File: src/rtl/control_sequencer.sv
// rtl/control_sequencer.sv - micro-coded instruction control sequencer
// Walks fetch, decode and per-opcode execute chains; tracks retires, illegal decodes and HALT.
module control_sequencer (
  input  logic        clk,
  input  logic        reset,
  input  logic        run,
  input  logic [15:0] instr,
  output logic [7:0]  state,
  output logic        busy,
  output logic        retire,
  output logic        halted,
  output logic        illegal,
  output logic [15:0] instr_count
);

  typedef enum logic [7:0] {
    S_IDLE   = 8'h00,
    S_DECODE = 8'h01,
    S_LOAD   = 8'h02,
    S_MOVE   = 8'h03,
    S_LDPC   = 8'h04,
    S_BRANCH = 8'h05,
    S_SUB0   = 8'h06, S_SUB1  = 8'h07, S_SUB2  = 8'h08,
    S_ADD0   = 8'h09, S_ADD1  = 8'h0A, S_ADD2  = 8'h0B,
    S_XOR0   = 8'h0C, S_XOR1  = 8'h0D, S_XOR2  = 8'h0E,
    S_FETCH  = 8'h0F,
    S_PUSH0  = 8'h13, S_PUSH1 = 8'h14, S_PUSH2 = 8'h15, S_PUSH3 = 8'h16,
    S_POP0   = 8'h17, S_POP1  = 8'h18, S_POP2  = 8'h19, S_POP3  = 8'h1A,
    S_CALL0  = 8'h1B, S_CALL1 = 8'h1C, S_CALL2 = 8'h1D,
    S_CALL3  = 8'h1E, S_CALL4 = 8'h1F, S_CALL5 = 8'h20,
    S_RET0   = 8'h21, S_RET1  = 8'h22, S_RET2  = 8'h23, S_RET3  = 8'h24,
    S_HALT   = 8'h3F
  } state_e;

  state_e      state_q, state_d;
  logic        retire_q, retire_d;
  logic        illegal_q, illegal_d;
  logic [15:0] count_q, count_d;
  logic        finish;
  logic        unused_operand_bits;

  // Only the opcode nibble steers sequencing; rx/ry feed the datapath elsewhere.
  assign unused_operand_bits = ^instr[11:0];

  always_ff @(posedge clk or posedge reset) begin
    if (reset) begin
      state_q   <= S_IDLE;
      retire_q  <= 1'b0;
      illegal_q <= 1'b0;
      count_q   <= 16'h0000;
    end else begin
      state_q   <= state_d;
      retire_q  <= retire_d;
      illegal_q <= illegal_d;
      count_q   <= count_d;
    end
  end

  always_comb begin
    state_d   = state_q;
    retire_d  = 1'b0;
    illegal_d = illegal_q;
    count_d   = count_q;
    finish    = 1'b0;
    case (state_q)
      S_IDLE:   if (run) state_d = S_FETCH;
      S_FETCH:  state_d = S_DECODE;
      S_DECODE: begin
        case (instr[15:12])
          4'h0:    state_d = S_LOAD;
          4'h1:    state_d = S_MOVE;
          4'h2:    state_d = S_LDPC;
          4'h3:    state_d = S_BRANCH;
          4'h4:    state_d = S_SUB0;
          4'h5:    state_d = S_ADD0;
          4'h6:    state_d = S_XOR0;
          4'h7:    state_d = S_PUSH0;
          4'h8:    state_d = S_POP0;
          4'h9:    state_d = S_CALL0;
          4'hA:    state_d = S_RET0;
          4'hF:    state_d = S_HALT;
          default: begin
            state_d   = S_IDLE;
            illegal_d = 1'b1;
          end
        endcase
      end
      S_LOAD, S_MOVE, S_LDPC, S_BRANCH,
      S_SUB2, S_ADD2, S_XOR2, S_PUSH3, S_POP3, S_CALL5, S_RET3:
        finish = 1'b1;
      // Intermediate chain codes are contiguous, so each step is a plain increment.
      S_SUB0, S_SUB1, S_ADD0, S_ADD1, S_XOR0, S_XOR1,
      S_PUSH0, S_PUSH1, S_PUSH2, S_POP0, S_POP1, S_POP2,
      S_CALL0, S_CALL1, S_CALL2, S_CALL3, S_CALL4,
      S_RET0, S_RET1, S_RET2:
        state_d = state_e'(state_q + 8'd1);
      S_HALT:   state_d = S_HALT;
      default: begin
        state_d   = S_IDLE;
        illegal_d = 1'b1;
      end
    endcase
    if (finish) begin
      state_d  = S_IDLE;
      retire_d = 1'b1;
      count_d  = count_q + 16'd1;
    end
  end

  assign state       = state_q;
  assign busy        = (state_q != S_IDLE) && (state_q != S_HALT);
  assign halted      = (state_q == S_HALT);
  assign retire      = retire_q;
  assign illegal     = illegal_q;
  assign instr_count = count_q;

endmodule

File: config.mk
export PLATFORM = sky130hd
export DESIGN_NAME = control_sequencer
export DESIGN_NICKNAME = d
export VERILOG_FILES = /design/src/rtl/control_sequencer.sv
export SDC_FILE = /design/constraint.sdc
export NUM_CORES = 1
export LEC_CHECK = 0
export CORE_MARGIN = 2
export CORE_UTILIZATION = 40
export CTS_BUF_LIST = sky130_fd_sc_hd__clkbuf_4
export CTS_CLUSTER_SIZE = 24
export DETAILED_ROUTE_END_ITERATION = 10
export PLACE_DENSITY = 0.74
export SLEW_MARGIN = 0
export SYNTH_ARGS = -nofsm -noshare
export SYNTH_HDL_FRONTEND = slang
export SYNTH_SLANG_ARGS = --single-unit
File: constraint.sdc
create_clock -name clk -period 2.8 [get_ports clk]
set_input_delay 0.42 -clock clk [delete_from_list [all_inputs] [get_ports clk]]
set_output_delay 0.42 -clock clk [all_outputs]
set_load 0.02 [all_outputs]
; ---- Word level (Yosys, flattened, before mapping)
; Index checks and enable logic that the tools add are counted.
[word_totals]
input_bits = 19
romBits = 0
output_inout_bits = 28
latch_bits = 0
ff_bits = 26
memories = 0
ram_bits = 0
[op_classes]
n_addsub = 2
n_mul = 0
order_cmp = 0
reduce_logical = 10
n_bitwise = 1
eq_ne = 49
div = 0
n_mux = 8
shift = 0
[ops]
columns = op, n
row1 = $eq 8x5->1 const B, 13
row2 = $pmux 6 s12, 1
row3 = $eq 8x4->1 const B, 8
row4 = $eq 8x6->1 const B, 6
row5 = $pmux 8 s6, 1
row6 = $reduce_or 34->1, 1
row7 = $eq 8x3->1 const B, 4
row8 = $reduce_or 20->1, 1
row9 = $add 16x1->16 const B, 1
row10 = $eq 4x3->1 const B, 4
row11 = $eq 4x4->1 const B, 4
row12 = $eq 8x2->1 const B, 2
row13 = $mux 8, 2
row14 = $reduce_or 12->1, 1
row15 = $reduce_or 11->1, 1
row16 = $add 8x1->8 const B, 1
row17 = $eq 4x2->1 const B, 2
row18 = $eq 8x1->1 const B, 1
row19 = $logic_not 8->1, 1
row20 = $ne 8x6->1 const B, 1
row21 = $reduce_bool 8->1, 1
row22 = $eq 4x1->1 const B, 1
row23 = $logic_not 4->1, 1
row24 = $ne 2x2->1 const B, 2
row25 = other kinds (6), 9

; ---- Longest topological paths before layout
; Gate-level depths: netlist of the first run.
[depth]
depth_word = 5
mapped_depth = 10
mapped_depth_nobuf = 7

; ---- Least setup slack after synthesis of the first run
; Ideal clock, no wire load.
[synth_timing]
path_kind = flip-flop to flip-flop
start = register state_q[1], in the netlist state[1]
end = register state_q[1], in the netlist state[1]
arrival_time_ps = 2354
setup_time_ps = 87
path_stages_with_launch = 8
slack_ps = 359
path_buffers = 1
period_less_slack_ps = 2441
cell_sequence = dfrtp_1 ha_1 clkbuf_1 nand3_1 nor4_2 a31oi_1 a21boi_0 a22oi_1
[synth_via]
word_cells_on_any_way = 44
cone_classes = 1 x add/sub / 36 x eq/ne / 3 x mux / 4 x reduce/logical
[synth_lines]
columns = element, line
row1 = "start, declared", 35  ; state_e state_q, state_d;
row2 = "start signal, assigned", 52  ; state_q <= state_d;
row3 = $eq 8x6->1, n/a
row4 = named net halted, 11  ; output logic halted,
row5 = $pmux 8 s6, 65  ; case (state_q)
row6 = $mux 8, 103  ; if (finish) begin
; The timed path passes the listed nets, and every way through them passes these cells.
; A chain may end at the register's enable or synchronous reset.

; ---- Worst setup path after layout of the first run
[layout_timing]
start = register state_q[0], in the netlist state[0]
end = output halted
[layout_via]
elab_chain_len = 1
[layout_lines]
columns = element, line
row1 = $eq 8x6->1, 112  ; assign halted = (state_q == S_HALT);
row2 = "end, declared", 11
; No other way between the ends.

==> results of run 1 <==
## registers in the layout, summed over array words and instances, names as in the netlist
name / flops
instr_count: 16
retire: 1
illegal: 1
state: 8
## synthesized netlist by cell type (2+ instances only)
master	n
dfrtp_1	26
xnor2_1	18
nand3_1	13
nand2_1	12
nor2_1	10
o21ai_0	10
a21oi_1	7
clkbuf_1	6
nand4_1	6
xor2_1	6
ha_1	5
inv_1	5
a31oi_1	4
and3_1	4
and2_1	3
buf_4	3
nor4_1	3
a21o_1	2
a31o_1	2
and4_1	2
buf_6	2
mux2_2	2
nor3_1	2
nor3b_1	2
o22ai_1	2
or4_1	2
## layout by cell type (no fill, tap or decap), types with 3 or more instances in the layout
cell type,instances
nand4_1,6
o21ai_0,10
buf_4,6
and2_1,3
a31oi_1,3
ha_1,5
and3_1,4
xor2_1,6
nor2_1,10
xnor2_1,18
inv_1,5
a21oi_1,7
nand3_1,13
clkdlybuf4s50_1,33
clkbuf_4,3
nor4_1,3
nand2_1,12
dfrtp_1,26
## final cells by class
cell class / instances / area, µm²
clock buffers: 3 / 22.52
inverters: 5 / 18.77
fillers: 408 / 2069
well taps: 52 / 65.06
flip-flops and latches: 26 / 650.6
clock inverters: 1 / 30.03
multi-input cells: 142 / 1020
repair buffers: 40 / 387.9
## power breakdown
group	switching (mW)	internal (mW)	total, mW	leakage [nW]
Combinational	0.111	0.0917	0.203	0.508
Clock	0.116	0.145	0.261	0.0279
Sequential	0.0383	0.398	0.436	0.349
## worst max path at each step
stage,from,end,slack (ns)
global route,state[1],halted,0.03
floorplan,state[1],state[1],0.36
finish,state[0],halted,0.13
global placement,state[0],busy,0.33
CTS,state[0],busy,0.04
detailed placement,state[0],state[1],0.31
## critical path: cells and delay by family (launching register included)
family                     cells  cell delay [ns]
DFF                            1             0.45
buffers and inverters          1             0.68
adders and majority gates      1             0.19
and+or+nand+nor                2             0.60
## per-stage QoR
stage / util (%) / instances / cell area, µm²
finish: 51.47 / 269 / 2195
global route: 51.47 / 269 / 2195
CTS: 51.09 / 268 / 2178
detailed placement: 49.65 / 264 / 2117
global placement: 49.65 / 264 / 2117
floorplan: - / 185 / 1747
## kinds of logic after synthesis
| kind of cell | after synthesis | synth area share (%) |
|---|---|---|
| AND/OR/NAND/NOR | 68 | 23.83 |
| XOR/XNOR | 24 | 12.06 |
| AO/OA/AOI/OAI | 40 | 15.87 |
| adder cells (fa/ha/maj) | 5 | 3.589 |
| flip-flops | 26 | 37.33 |
| multiplexers | 3 | 1.866 |
| other | 1 | 0.2152 |
| buffers and inverters | 17 | 5.240 |
## layer usage
| layer | wire, µm | up-vias |
|---|---|---|
| met5 | 0 | - |
| met4 | 25 | 0 |
| met1 | 1824 | 740 |
| met2 | 1906 | 43 |
| li1 | - | 736 |
| met3 | 159 | 4 |
## repair_timing
item                                    CTS  global route
hold endpoints to repair                  0             0
pin swaps                                 0             1
gates resized for setup                   1             2
gates cloned                              0             0
endpoints found under the setup margin    1             2
setup buffers                             0             1
==> out/metrics.yaml, run 1 <==
timing:
  timing.final.ws_setup_ns: 0.1290
  tightestPinTransition_ns: 0.7263
  hold_viol: 0
  setup_tns_ns: 0
  rsz0062_at_grt: "false"
  fin_skew_ns: 0.002145
  max_freq_mhz: 374.4
  holdWs_ns: 0.4329
  slew_violations: 0
  finalSetupViolations: 0
  fin_crit_sh_pct: 95.39
  min_period_ns: 2.671
  max_slew_margin_pct: 51.58
clock_network:
  cts_hold_buf: 0
  cts_root_buffer: "clkbuf_4"
  insertion_delay_ns: 0.32
  clock_path_buffers: 2
  cts_max_level: 1
  cts_buffers: 3
  clk_pin_slew_ns: 0.15
  cts_tree: "built"
  cts_sinks: 26
global_route:
  grt_pass1_vias: 1413
  globalRouteOverflowTotal: 0
  use_met3_pct: 1.876
  grtUsageTotal_pct: 16.77
  use_met1_pct: 24.24
  met2_usage_pct: 27.30
  antenna_found_initial: 0
  top_usage_layer: "met2"
  grt_pass1_wl_um: 6837
  grt_max_degree: 27
worst_setup_path:
  rr_worst_depth: 5
  r2r_slack_ns: 0.24
  startpoint_type: "flip-flop"
  reg2reg_from: "state[4]"
  cp.required_ns: 2.38
  critical_path.cell_chain: "ha_1 -> nand3_1 -> nor4_4 -> clkdlybuf4s50_1"
  slowest_stage: "clkdlybuf4s50_1"
  worstSetupPathType: "reg2out"
  critPathCaptureType: "primary output"
  rr_endpoint: "instr_count[15]"
  critical_path.max_fanout: 5
  slowest_delay_ns: 0.68
  worst-endpoint-arrival_ns: 2.25
yosys:
  synth_cell_types: 51
  synth-seq-cells: 26
  synthFlopType: "dfrtp_1"
  synth_edf_count: 0
  yosysWarnings: 0
  post_synth.cell_area_avg_um2: 9.472
  synth_area_um2: 1743
  syn_inst: 184
  synth_top_area_share_pct: 37.33
  ys_seq_area_share_pct: 37.33
  async_flop_share_pct: 100.0
  synth_area_leaders: "dfrtp_1, xnor2_1, nand3_1, ha_1, xor2_1"
  synth_largest_area_cell: "dfrtp_1"
floorplan:
  die_w_um: 70.01
  die_area_um2: 4901
  die_h_um: 70.01
  rows: 24
  core_um2: 4264
  ioPinCount: 47
  start_util_pct: 40.87
route:
  wirelength_um: 3915
  drtIter0Drc: 133
  vias: 1523
  drc: 0
  wire_per_inst_um: 14.55
  dr.pass1.iters: 5
  ant_nets: 0
  routed_via_density: 5.662
place:
  port_buffers: 34
  gp_congestion: 0.9135
  hpwl_um: 2867
  place_ws_ns: 0.3141
finish:
  nets: 242
  area_growth_pct: 25.91
  diodes: 0
  final_layout_size_suffix_gt1_share_pct: 9.677
worst_hold_path:
  hold_path_class: "in2async"
power:
  ir_worst_vdd_uv: 178.4
  power.density_nw_per_um2: 410.1
  p_leak_nw: 0.8854
  power_mw: 0.8999
run:
  cap_violations: 0
status:
  status: "finished, final reports clean"
No activity file was read; power rests on OpenSTA's default activity.
==> inputs of run 2 (changes only) <==
--- a/config.mk
+++ b/config.mk
@@ -11,7 +11,7 @@
 export CTS_CLUSTER_SIZE = 24
 export DETAILED_ROUTE_END_ITERATION = 10
 export PLACE_DENSITY = 0.74
-export SLEW_MARGIN = 0
+export SLEW_MARGIN = 10
 export SYNTH_ARGS = -nofsm -noshare
 export SYNTH_HDL_FRONTEND = slang
 export SYNTH_SLANG_ARGS = --single-unit
==> results of run 2 <==
Final layout, timing and power as in run 1 (identical DEF).
==> inputs of run 3 (changes only) <==
==> constraint.sdc (replaced) <==
create_clock -name clk -period 3.33 [get_ports clk]
set_input_delay 0.4995 -clock clk [delete_from_list [all_inputs] [get_ports clk]]
set_output_delay 0.4995 -clock clk [all_outputs]
set_load 0.02 [all_outputs]
==> run 3 against run 2 <==
Register-to-register slack gained 0.57 ns. Final area fell by 2.5%. Combinational power shrank 19%. Die area unchanged. Count of clock-buffer cells in the layout unchanged.
==> out/metrics.yaml, run 3 (synthesized netlist as in run 1, its figures left out) <==
route:
  wirelength_um: 3725  # was 3915 µm
  wire_per_inst_um: 14.11  # was 14.55 µm
  routed_via_density: 5.652  # was 5.662
  drtIter0Drc: 88  # was 133
  dr.pass1.iters: 4  # was 5
  ant_nets: 0  # unchanged
  vias: 1492  # was 1,523
  drc: 0  # unchanged
timing:
  max_freq_mhz: 322.5
  tightestPinTransition_ns: 1.001  # was 0.7263 ns
  fin_crit_sh_pct: 93.11
  slew_violations: 0  # unchanged
  min_period_ns: 3.101
  fin_skew_ns: 0.005879  # was 0.002145 ns
  setup_tns_ns: 0  # unchanged
  hold_viol: 0  # unchanged
  rsz0062_at_grt: "false"  # unchanged
  finalSetupViolations: 0  # unchanged
  max_slew_margin_pct: 33.19  # was 51.58%
finish:
  final_layout_size_suffix_gt1_share_pct: 7.075  # was 9.677%
  nets: 237  # was 242
  design_area_um2: 2140  # was 2195 µm²
  layout_commonest_cell: "clkdlybuf4s50_1"  # unchanged
  largest_reg_flops: 16  # unchanged
  area_growth_pct: 22.76  # was 25.91%
  final_cell_mix: "clkdlybuf4s50_1, dfrtp_1, xnor2_1, nand3_1, nand2_1"  # unchanged
  diodes: 0  # unchanged
worst_setup_path:
  critical_path.max_fanout: 7  # was 5
  worstSetupPathType: "reg2out"  # unchanged
  cp.required_ns: 2.83  # was 2.38 ns
  startpoint_type: "flip-flop"  # unchanged
  r2r_slack_ns: 0.81  # was 0.24 ns
  reg2reg_from: "state[0]"  # was state[4]
  worst-endpoint-arrival_ns: 2.60  # was 2.25 ns
  rr_endpoint: "state[1]"  # was instr_count[15]
  critPathCaptureType: "primary output"  # unchanged
  rr_worst_depth: 7  # was 5
place:
  hpwl_um: 2719  # was 2867 µm
  place_area_um2: 2087  # was 2117 µm²
  gp_congestion: 0.9147  # was 0.9135
  port_buffers: 34  # unchanged
global_route:
  grtUsageTotal_pct: 16.03  # was 16.77%
  antenna_found_initial: 0  # unchanged
  grt_pass1_wl_um: 6520  # was 6837 µm
  grt_max_degree: 27  # unchanged
  grt_pass1_vias: 1419  # was 1,413
  globalRouteOverflowTotal: 0  # unchanged
floorplan:
  rows: 24  # unchanged
  start_util_pct: 40.87  # unchanged
  ioPinCount: 47  # unchanged
  die_w_um: 70.01  # unchanged
  core_um2: 4264  # unchanged
  die_area_um2: 4901  # unchanged
  die_h_um: 70.01  # unchanged
worst_hold_path:
  hold-path-endpoint: "instr_count[15]"
  hold_depth: 1
  worstHoldStart: "instr_count[15]"
  hold_path_class: "reg2reg"  # was in2async
clock_network:
  post_cts_resized: 0  # was 1
  cts_sinks: 26  # unchanged
  cts_max_level: 1  # unchanged
  post_cts_buffers: 0  # unchanged
  clock_path_buffers: 2  # unchanged
  cts_root_buffer: "clkbuf_4"  # unchanged
  cts_hold_buf: 0  # unchanged
  cts_buffers: 3  # unchanged
  clk_pin_slew_ns: 0.15  # about the same
  cts_tree: "built"  # unchanged
  insertion_delay_ns: 0.33  # was 0.32 ns
power:
  internal-power_mw: 0.5311  # was 0.6343 mW
  sequentialPowerShare_pct: 48.6  # was 48.5%
  ir_worst_vdd_uv: 181.2  # was 178.4 µV
  clkPwrFrac_pct: 29.4  # was 29.0%
  p_leak_nw: 0.8516  # was 0.8854 nW
  p_sw_mw: 0.2222  # was 0.2656 mW
  power.density_nw_per_um2: 352.1  # was 410.1 nW/µm²
  switching_share_pct: 29.50  # was 29.52%
  combinationalPowerShare_pct: 22.0  # was 22.6%
run:
  cap_violations: 0  # unchanged
status:
  status: "finished, final reports clean"  # unchanged
-- run 3: area by class of cell --
| cell class | instances | area (µm²) |
|---|---|---|
| clock buffers | 3 | 22.52 |
| inverters | 5 | 18.77 |
| repair buffers | 35 | 347.8 |
| multi-input cells | 142 | 1005 |
| flip-flops and latches | 26 | 650.6 |
| clock inverters | 1 | 30.03 |
| well taps | 52 | 65.06 |
| fillers | 408 | 2125 |
-- run 3: through the flow --
stage	worst slack (ns)	power, mW	std cells	hold slack [ns]	utilization, %
finish	0.2294	0.7533	264	0.4831	50.18
global route	0.05826	0.7885	264	0.5137	50.18
CTS	0.2158	0.7593	264	0.4860	50.18
detailed placement	0.6275	0.5376	260	0.4651	48.94
global placement	0.6616	0.5353	260	0.4556	48.94
floorplan	0.8666	0.4670	185	0.5395	-
-- run 3: per-layer routing --
layer | up-vias | share of wire, % | wire [µm] | global-route usage [%]
li1 | 727 | - | - | -
met1 | 716 | 46 | 1731 | 22.47
met2 | 45 | 47 | 1758 | 26.03
met3 | 4 | 5.2 | 193 | 1.154
met4 | 0 | 1.1 | 42 | 5.983
met5 | - | 0 | 0 | 0
-- run 3: critical path, cell delays in order, from the launching register on --
cell and delay, ns:
dfrtp_1 0.44, ha_1 0.33, nand3_1 0.22, nor4_2 0.52, a31oi_1 0.18, clkdlybuf4s50_1 0.59
-- run 3: worst max path at each step --
stage | to | start | cells after the start
finish | busy | state[0] | 5
global route | busy | state[1] | 5
CTS | busy | state[1] | 5
detailed placement | busy | state[1] | 5
global placement | busy | state[0] | 5
floorplan | busy | state[1] | 5
-- run 3: power by group through the flow --
stage	Sequential [mW]	Combinational [mW]	Clock (mW)
final	0.366	0.165	0.222
after global routing	0.371	0.183	0.235
after CTS	0.367	0.165	0.227
after global placement	0.372	0.163	0
after floorplan	0.388	0.0786	0
after detailed placement	0.373	0.165	0
